[src/rtl/pipe_ctrl_pkg.sv]
// Shared types and constants for the pipeline hazard controller and its
// multiply/divide occupancy sequencer.
package pipe_ctrl_pkg;

  typedef enum logic {
    IDLE    = 1'b0,
    MD_BUSY = 1'b1
  } md_state_e;

  // Which priority level is steering the pipeline controls this cycle.
  typedef enum logic [2:0] {
    CAUSE_NONE,
    CAUSE_MEM,
    CAUSE_MD,
    CAUSE_LU,
    CAUSE_BR
  } hazard_cause_e;

  localparam int         DEF_MULT_LATENCY = 4;
  localparam int         DEF_DIV_LATENCY  = 33;
  localparam logic [4:0] REG_ZERO         = 5'd0;

  function automatic logic reg_match(input logic       uses,
                                     input logic [4:0] src,
                                     input logic [4:0] dst);
    return uses && (src == dst);
  endfunction

endpackage

[src/rtl/pipe_hazard_ctrl_md_seq.sv]
// Multiply/divide occupancy sequencer: tracks how long EX is held by a
// multi-cycle operation and pulses done on its final busy cycle.
module md_seq
  import pipe_ctrl_pkg::*;
#(
  parameter int MULT_LATENCY = DEF_MULT_LATENCY,
  parameter int DIV_LATENCY  = DEF_DIV_LATENCY,
  parameter int CNT_W        = $clog2(DIV_LATENCY + 1)
) (
  input  logic clk,
  input  logic rst,
  input  logic start_i,
  input  logic is_div_i,
  input  logic mem_wait_i,
  output logic busy_o,
  output logic done_o
);

  // The start cycle and the done cycle are both busy, hence the -2.
  localparam logic [CNT_W-1:0] MULT_LOAD = CNT_W'(MULT_LATENCY - 2);
  localparam logic [CNT_W-1:0] DIV_LOAD  = CNT_W'(DIV_LATENCY - 2);

  md_state_e        state_q, state_d;
  logic [CNT_W-1:0] cnt_q, cnt_d;
  logic             done_d;

  // NOTE: sequential state uses non-blocking assignments; reset is sampled
  // on the clock edge, so it is an ordinary branch inside the clocked block.
  always_ff @(posedge clk) begin
    if (!rst) begin
      state_q <= IDLE;
      cnt_q   <= '0;
    end else begin
      state_q <= state_d;
      cnt_q   <= cnt_d;
    end
  end

  // NOTE: every variable gets a default before the case so no latch is inferred.
  always_comb begin
    state_d = state_q;
    cnt_d   = cnt_q;
    done_d  = 1'b0;
    case (state_q)
      IDLE: begin
        if (start_i && !mem_wait_i) begin
          state_d = MD_BUSY;
          cnt_d   = is_div_i ? DIV_LOAD : MULT_LOAD;
        end
      end
      MD_BUSY: begin
        if (!mem_wait_i) begin
          if (cnt_q == '0) begin
            state_d = IDLE;
            done_d  = 1'b1;
          end else begin
            cnt_d = cnt_q - CNT_W'(1);
          end
        end
      end
      default: state_d = IDLE;
    endcase
  end

  assign busy_o = rst && ((state_q == MD_BUSY) || (state_q == IDLE && start_i));
  assign done_o = rst && done_d;

endmodule

[src/rtl/pipe_hazard_ctrl.sv]
// Central stall/flush controller for the five-stage pipeline.
// Optional cause counters are built when HAZARD_PERF_CNT_EN is defined.
module pipe_hazard_ctrl
  import pipe_ctrl_pkg::*;
#(
  parameter int MULT_LATENCY = DEF_MULT_LATENCY,
  parameter int DIV_LATENCY  = DEF_DIV_LATENCY,
  parameter int CNT_W        = $clog2(DIV_LATENCY + 1)
) (
  input  logic        clk,
  input  logic        rst,
  input  logic [4:0]  id_Rs,
  input  logic [4:0]  id_Rt,
  input  logic        id_uses_rs,
  input  logic        id_uses_rt,
  input  logic        ex_MemRead,
  input  logic [4:0]  ex_wreg,
  input  logic        ex_md_start,
  input  logic        ex_md_is_div,
  input  logic        ex_branch_taken,
  input  logic        mem_wait,
  output logic        pc_stall,
  output logic        if_id_stall,
  output logic        if_id_flush,
  output logic        id_ex_stall,
  output logic        id_ex_flush,
  output logic        ex_mem_flush,
  output logic        md_busy,
  output logic        md_done
`ifdef HAZARD_PERF_CNT_EN
  ,
  output logic [31:0] perf_lu_cnt,
  output logic [31:0] perf_md_cnt,
  output logic [31:0] perf_mem_cnt
`endif
);

  logic          lu;
  hazard_cause_e cause;

  md_seq #(
    .MULT_LATENCY (MULT_LATENCY),
    .DIV_LATENCY  (DIV_LATENCY),
    .CNT_W        (CNT_W)
  ) u_md_seq (
    .clk        (clk),
    .rst        (rst),
    .start_i    (ex_md_start),
    .is_div_i   (ex_md_is_div),
    .mem_wait_i (mem_wait),
    .busy_o     (md_busy),
    .done_o     (md_done)
  );

  assign lu = ex_MemRead && (ex_wreg != REG_ZERO) &&
              (reg_match(id_uses_rs, id_Rs, ex_wreg) ||
               reg_match(id_uses_rt, id_Rt, ex_wreg));

  // On the done cycle the mult/div releases EX, so lower levels may act.
  always_comb begin
    cause = CAUSE_NONE;
    if (!rst)                     cause = CAUSE_NONE;
    else if (mem_wait)            cause = CAUSE_MEM;
    else if (md_busy && !md_done) cause = CAUSE_MD;
    else if (lu)                  cause = CAUSE_LU;
    else if (ex_branch_taken)     cause = CAUSE_BR;
  end

  // Exactly one level drives the controls, so a register never sees both
  // its stall and its flush in the same cycle.
  always_comb begin
    pc_stall     = 1'b0;
    if_id_stall  = 1'b0;
    if_id_flush  = 1'b0;
    id_ex_stall  = 1'b0;
    id_ex_flush  = 1'b0;
    ex_mem_flush = 1'b0;
    case (cause)
      CAUSE_MEM: begin
        pc_stall    = 1'b1;
        if_id_stall = 1'b1;
        id_ex_stall = 1'b1;
      end
      CAUSE_MD: begin
        pc_stall     = 1'b1;
        if_id_stall  = 1'b1;
        id_ex_stall  = 1'b1;
        ex_mem_flush = 1'b1;
      end
      CAUSE_LU: begin
        pc_stall    = 1'b1;
        if_id_stall = 1'b1;
        id_ex_flush = 1'b1;
      end
      CAUSE_BR: if_id_flush = 1'b1;
      default: ;
    endcase
  end

`ifdef HAZARD_PERF_CNT_EN
  logic [31:0] perf_lu_q, perf_md_q, perf_mem_q;

  always_ff @(posedge clk) begin
    if (!rst) begin
      perf_lu_q  <= '0;
      perf_md_q  <= '0;
      perf_mem_q <= '0;
    end else begin
      if (cause == CAUSE_LU)  perf_lu_q  <= perf_lu_q + 32'd1;
      if (cause == CAUSE_MD)  perf_md_q  <= perf_md_q + 32'd1;
      if (cause == CAUSE_MEM) perf_mem_q <= perf_mem_q + 32'd1;
    end
  end

  assign perf_lu_cnt  = perf_lu_q;
  assign perf_md_cnt  = perf_md_q;
  assign perf_mem_cnt = perf_mem_q;
`endif

endmodule

[config.mk]
export PLATFORM = sky130hd
export DESIGN_NAME = pipe_hazard_ctrl
export DESIGN_NICKNAME = d
export VERILOG_FILES = /design/src/rtl/pipe_ctrl_pkg.sv /design/src/rtl/pipe_hazard_ctrl_md_seq.sv /design/src/rtl/pipe_hazard_ctrl.sv
export SDC_FILE = /design/constraint.sdc
export NUM_CORES = 1
export LEC_CHECK = 0
export ABC_AREA = 1
export CAP_MARGIN = 5
export CORE_MARGIN = 4
export CORE_UTILIZATION = 25
export CTS_CLUSTER_DIAMETER = 30
export CTS_CLUSTER_SIZE = 24
export DETAILED_ROUTE_END_ITERATION = 10
export PLACE_DENSITY_LB_ADDON = 0.25
export SLEW_MARGIN = 10
export SYNTH_ARGS = -nofsm -noshare
export SYNTH_HDL_FRONTEND = slang
export SYNTH_SLANG_ARGS = --single-unit
[constraint.sdc]
create_clock -name clk -period 1.7 [get_ports clk]
set_input_delay 0.34 -clock clk [delete_from_list [all_inputs] [get_ports clk]]
set_output_delay 0.34 -clock clk [all_outputs]
set_load 0.01 [all_outputs]
==> metrics.txt <==
largest family of logic cells by synthesized area simple AND/OR/NAND/NOR gates; number of core rows 19; via count 912; Ant. Diodes 0; CTS Hold Bufs 0; post-route ant nets 0; CP max FO 3; total wire length 2100 um; Hold Violations, Final 0; setup TNS after final layout -0.372 ns; I/O pins 32; Syn Inst Count 128; sequential cell area fraction in the yosys report 0.196; min Tclk post-route 1.79 ns; First-pass DRT Iterations 4; Setup Skew 0.00218 ns; Post-synth EDFFs 0; adder-cell share of the synthesized area 0.0350; most frequent cell after synthesis nand2_1; first-pass GRT wire length 3500 um; Num CTS Buffers 3; Synth Area in Compound Gates 0.163; Syn Nets 154; # nets final 213; failing checks negative setup slack; Post-DP Area 0.00120 mm2; final worst slack -0.0928 ns; Comb pwr share 0.475; area of the core 0.00273 mm2; Yosys reg bits 7; DR iter-0 viols 23; max-slew violations 0; CTS max path bufs 2; R2R setup slack 0.22 ns; post-route insts no fill 217; worst slew pin tran 0.258 ns; Synth Area in Simple Gates 0.433; H-tree depth 1; leak pwr 0.707 nW; type of the worst setup path reg -> out; Primary FF master, synth dfxtp_1; PortBufs 31; CP startpoint kind flip-flop; Cell Pwr Density 513 mW/mm2; Data arrival, critical path 1.45 ns; Die X 61.5 um; clock root cell clkbuf_4; gr ovfl total 0; WP data required 1.36 ns; share of cells above drive strength 1 0.339; Yosys warnings 0; fillers 288; run status finished, violations left; CP max-delay cell dfxtp_2; xor and xnor fraction of the mapped netlist area 0.0245; synth unique cells 22; Hold Crit Start u_md_seq.cnt_q[5]; CTS tree yes; dpl cells 208; Cell Chain, Critical Path inv_2 > ha_4 > nand2_4 > inv_4 > nand3_4 > a21oi_4 > nand2_2 > a21oi_2 > buf_2; full die area 0.00378 mm2; Vias/cell 4.20; clock sinks 7; async set or reset register ratio after synthesis 0; top post-synthesis cells by area nand2_1, dfxtp_1, inv_1; DRC 0; post-synth top area share 0.215; Hold WC Path Type reg -> reg; leading area contributor after synthesis nand2_1; pin count of the biggest net entering global routing 7; Skew-Pair Late Insertion Delay 0.27 ns; Worst Setup SP u_md_seq.cnt_q[1]; Switching Fraction 0.354; post-DR wirelength/cell 9.67 um; multiplexer share of the synthesized area 0; post-layout util 0.481; Cell Int Power 0.436 mW; Area Overhead vs Synth 84.2%; Clk pwr share 0.244; initial core utilization 0.261; count of final setup violators 6; RR Startpoint u_md_seq.cnt_q[1]; Worst VDD drop 0.000490 V; switching power 0.239 mW; cell area after synthesis 714 um2; RSZ-0062 raised after global routing true; clock-pin slew on the worst setup and hold paths 0.06 ns; Placer Congestion 0.855; fin area 0.00132 mm2; MaxCap Viol Count 0; hpwl dp 1730 um; final worst-path cycle share 1.05; register share of total power 0.281; Post-synth top cells nand2_1, inv_1, nor2_1, a21oi_1, dfxtp_1; Max Freq 558 MHz; GR Util All Layers 0.124; Slew Limit Headroom 0.827; Die Y 61.5 um; syn avg cell area 5.58 um2; CP peak stage delay 0.32 ns; initial antenna violation count 0; vias in the first global route 861; endpoint class of the critical path primary output
[state kept, by name (all words and copies together) (netlist names)]
| name | cells |
|---|---|
| u_md_seq.state_q | 1 |
| u_md_seq.cnt_q | 6 |
[placed cells by master (no fill, tap or decap), types with 3 or more instances in the layout]
| cell | instances |
|---|---|
| o21ai_1 | 4 |
| a21oi_1 | 6 |
| nand3_1 | 5 |
| inv_1 | 16 |
| buf_6 | 7 |
| dlygate4sd2_1 | 18 |
| nand2_2 | 3 |
| buf_4 | 21 |
| dfxtp_1 | 4 |
| a21oi_4 | 4 |
| nand2_1 | 37 |
| clkbuf_4 | 3 |
| dfxtp_2 | 3 |
| inv_2 | 8 |
| clkdlybuf4s50_1 | 5 |
| nor2_1 | 18 |
| buf_2 | 3 |
[stage by stage]
| step | setup slack, ns | hold WS (ns) | total power, mW |
|---|---|---|---|
| 2_1_floorplan | 0.0185 | 0.470 | 0.332 |
| 3_3_place_gp | -0.644 | 0.494 | 0.479 |
| 3_5_place_dp | -0.691 | 0.505 | 0.484 |
| 4_1_cts | -0.134 | 0.513 | 0.657 |
| 5_1_grt | -0.163 | 0.543 | 0.726 |
| 6_report | -0.0928 | 0.514 | 0.676 |
[critical path: cells and delay by family, from the launching register on]
family | cells | cell delay (ns)
compound gates | 2 | 0.26
fa+ha+maj | 1 | 0.14
buf+inv | 3 | 0.26
flops | 1 | 0.32
simple gates | 3 | 0.20
[power by group through the flow]
stage,Sequential (mW),Combinational [mW],Clock (mW)
4_1_cts,0.189,0.297,0.171
6_report,0.190,0.321,0.165
2_1_floorplan,0.194,0.138,0
3_3_place_gp,0.191,0.289,0
5_1_grt,0.192,0.357,0.177
3_5_place_dp,0.191,0.293,0
[worst paths after layout]
check	to	cells after the start
max reg2reg	u_md_seq.cnt_q[0]	10
min	u_md_seq.cnt_q[5]	2
max	if_id_flush	9
min reg2reg	u_md_seq.cnt_q[5]	2
[cells by family (layout without fill, tap and decap cells)]
group,after synthesis,in the layout
xor+xnor,2,2
buf+inv,27,85
compound gates,18,18
fa+ha+maj,2,2
simple gates,72,72
flops,7,7
[area by class of cell]
type                            instances  area [um2]  area share
Timing Repair Buffer                   55         472       0.358
Inverter                               26         101      0.0770
Sequential cell                         7         144       0.109
Tap cell                               31        38.8      0.0295
Multi-Input combinational cell         94         534       0.406
Clock buffer                            4        26.3      0.0200
[metal layers]
| metal | GRT usage | vias to the layer above | routed length [um] |
|---|---|---|---|
| met5 | 0 | - | 0 |
| met4 | 0.0273 | 0 | 22 |
| met3 | 0.0398 | 3 | 110 |
| met2 | 0.218 | 19 | 1050 |
| met1 | 0.149 | 386 | 912 |
| li1 | - | 504 | - |
[what timing repair did]
action | in CTS | in global routing
setup buffers | 3 | 2
setup endpoints to repair | 8 | 8
pin swaps | 15 | 9
resized for setup | 66 | 15
Note: power is estimated with default switching activity, not from simulation.
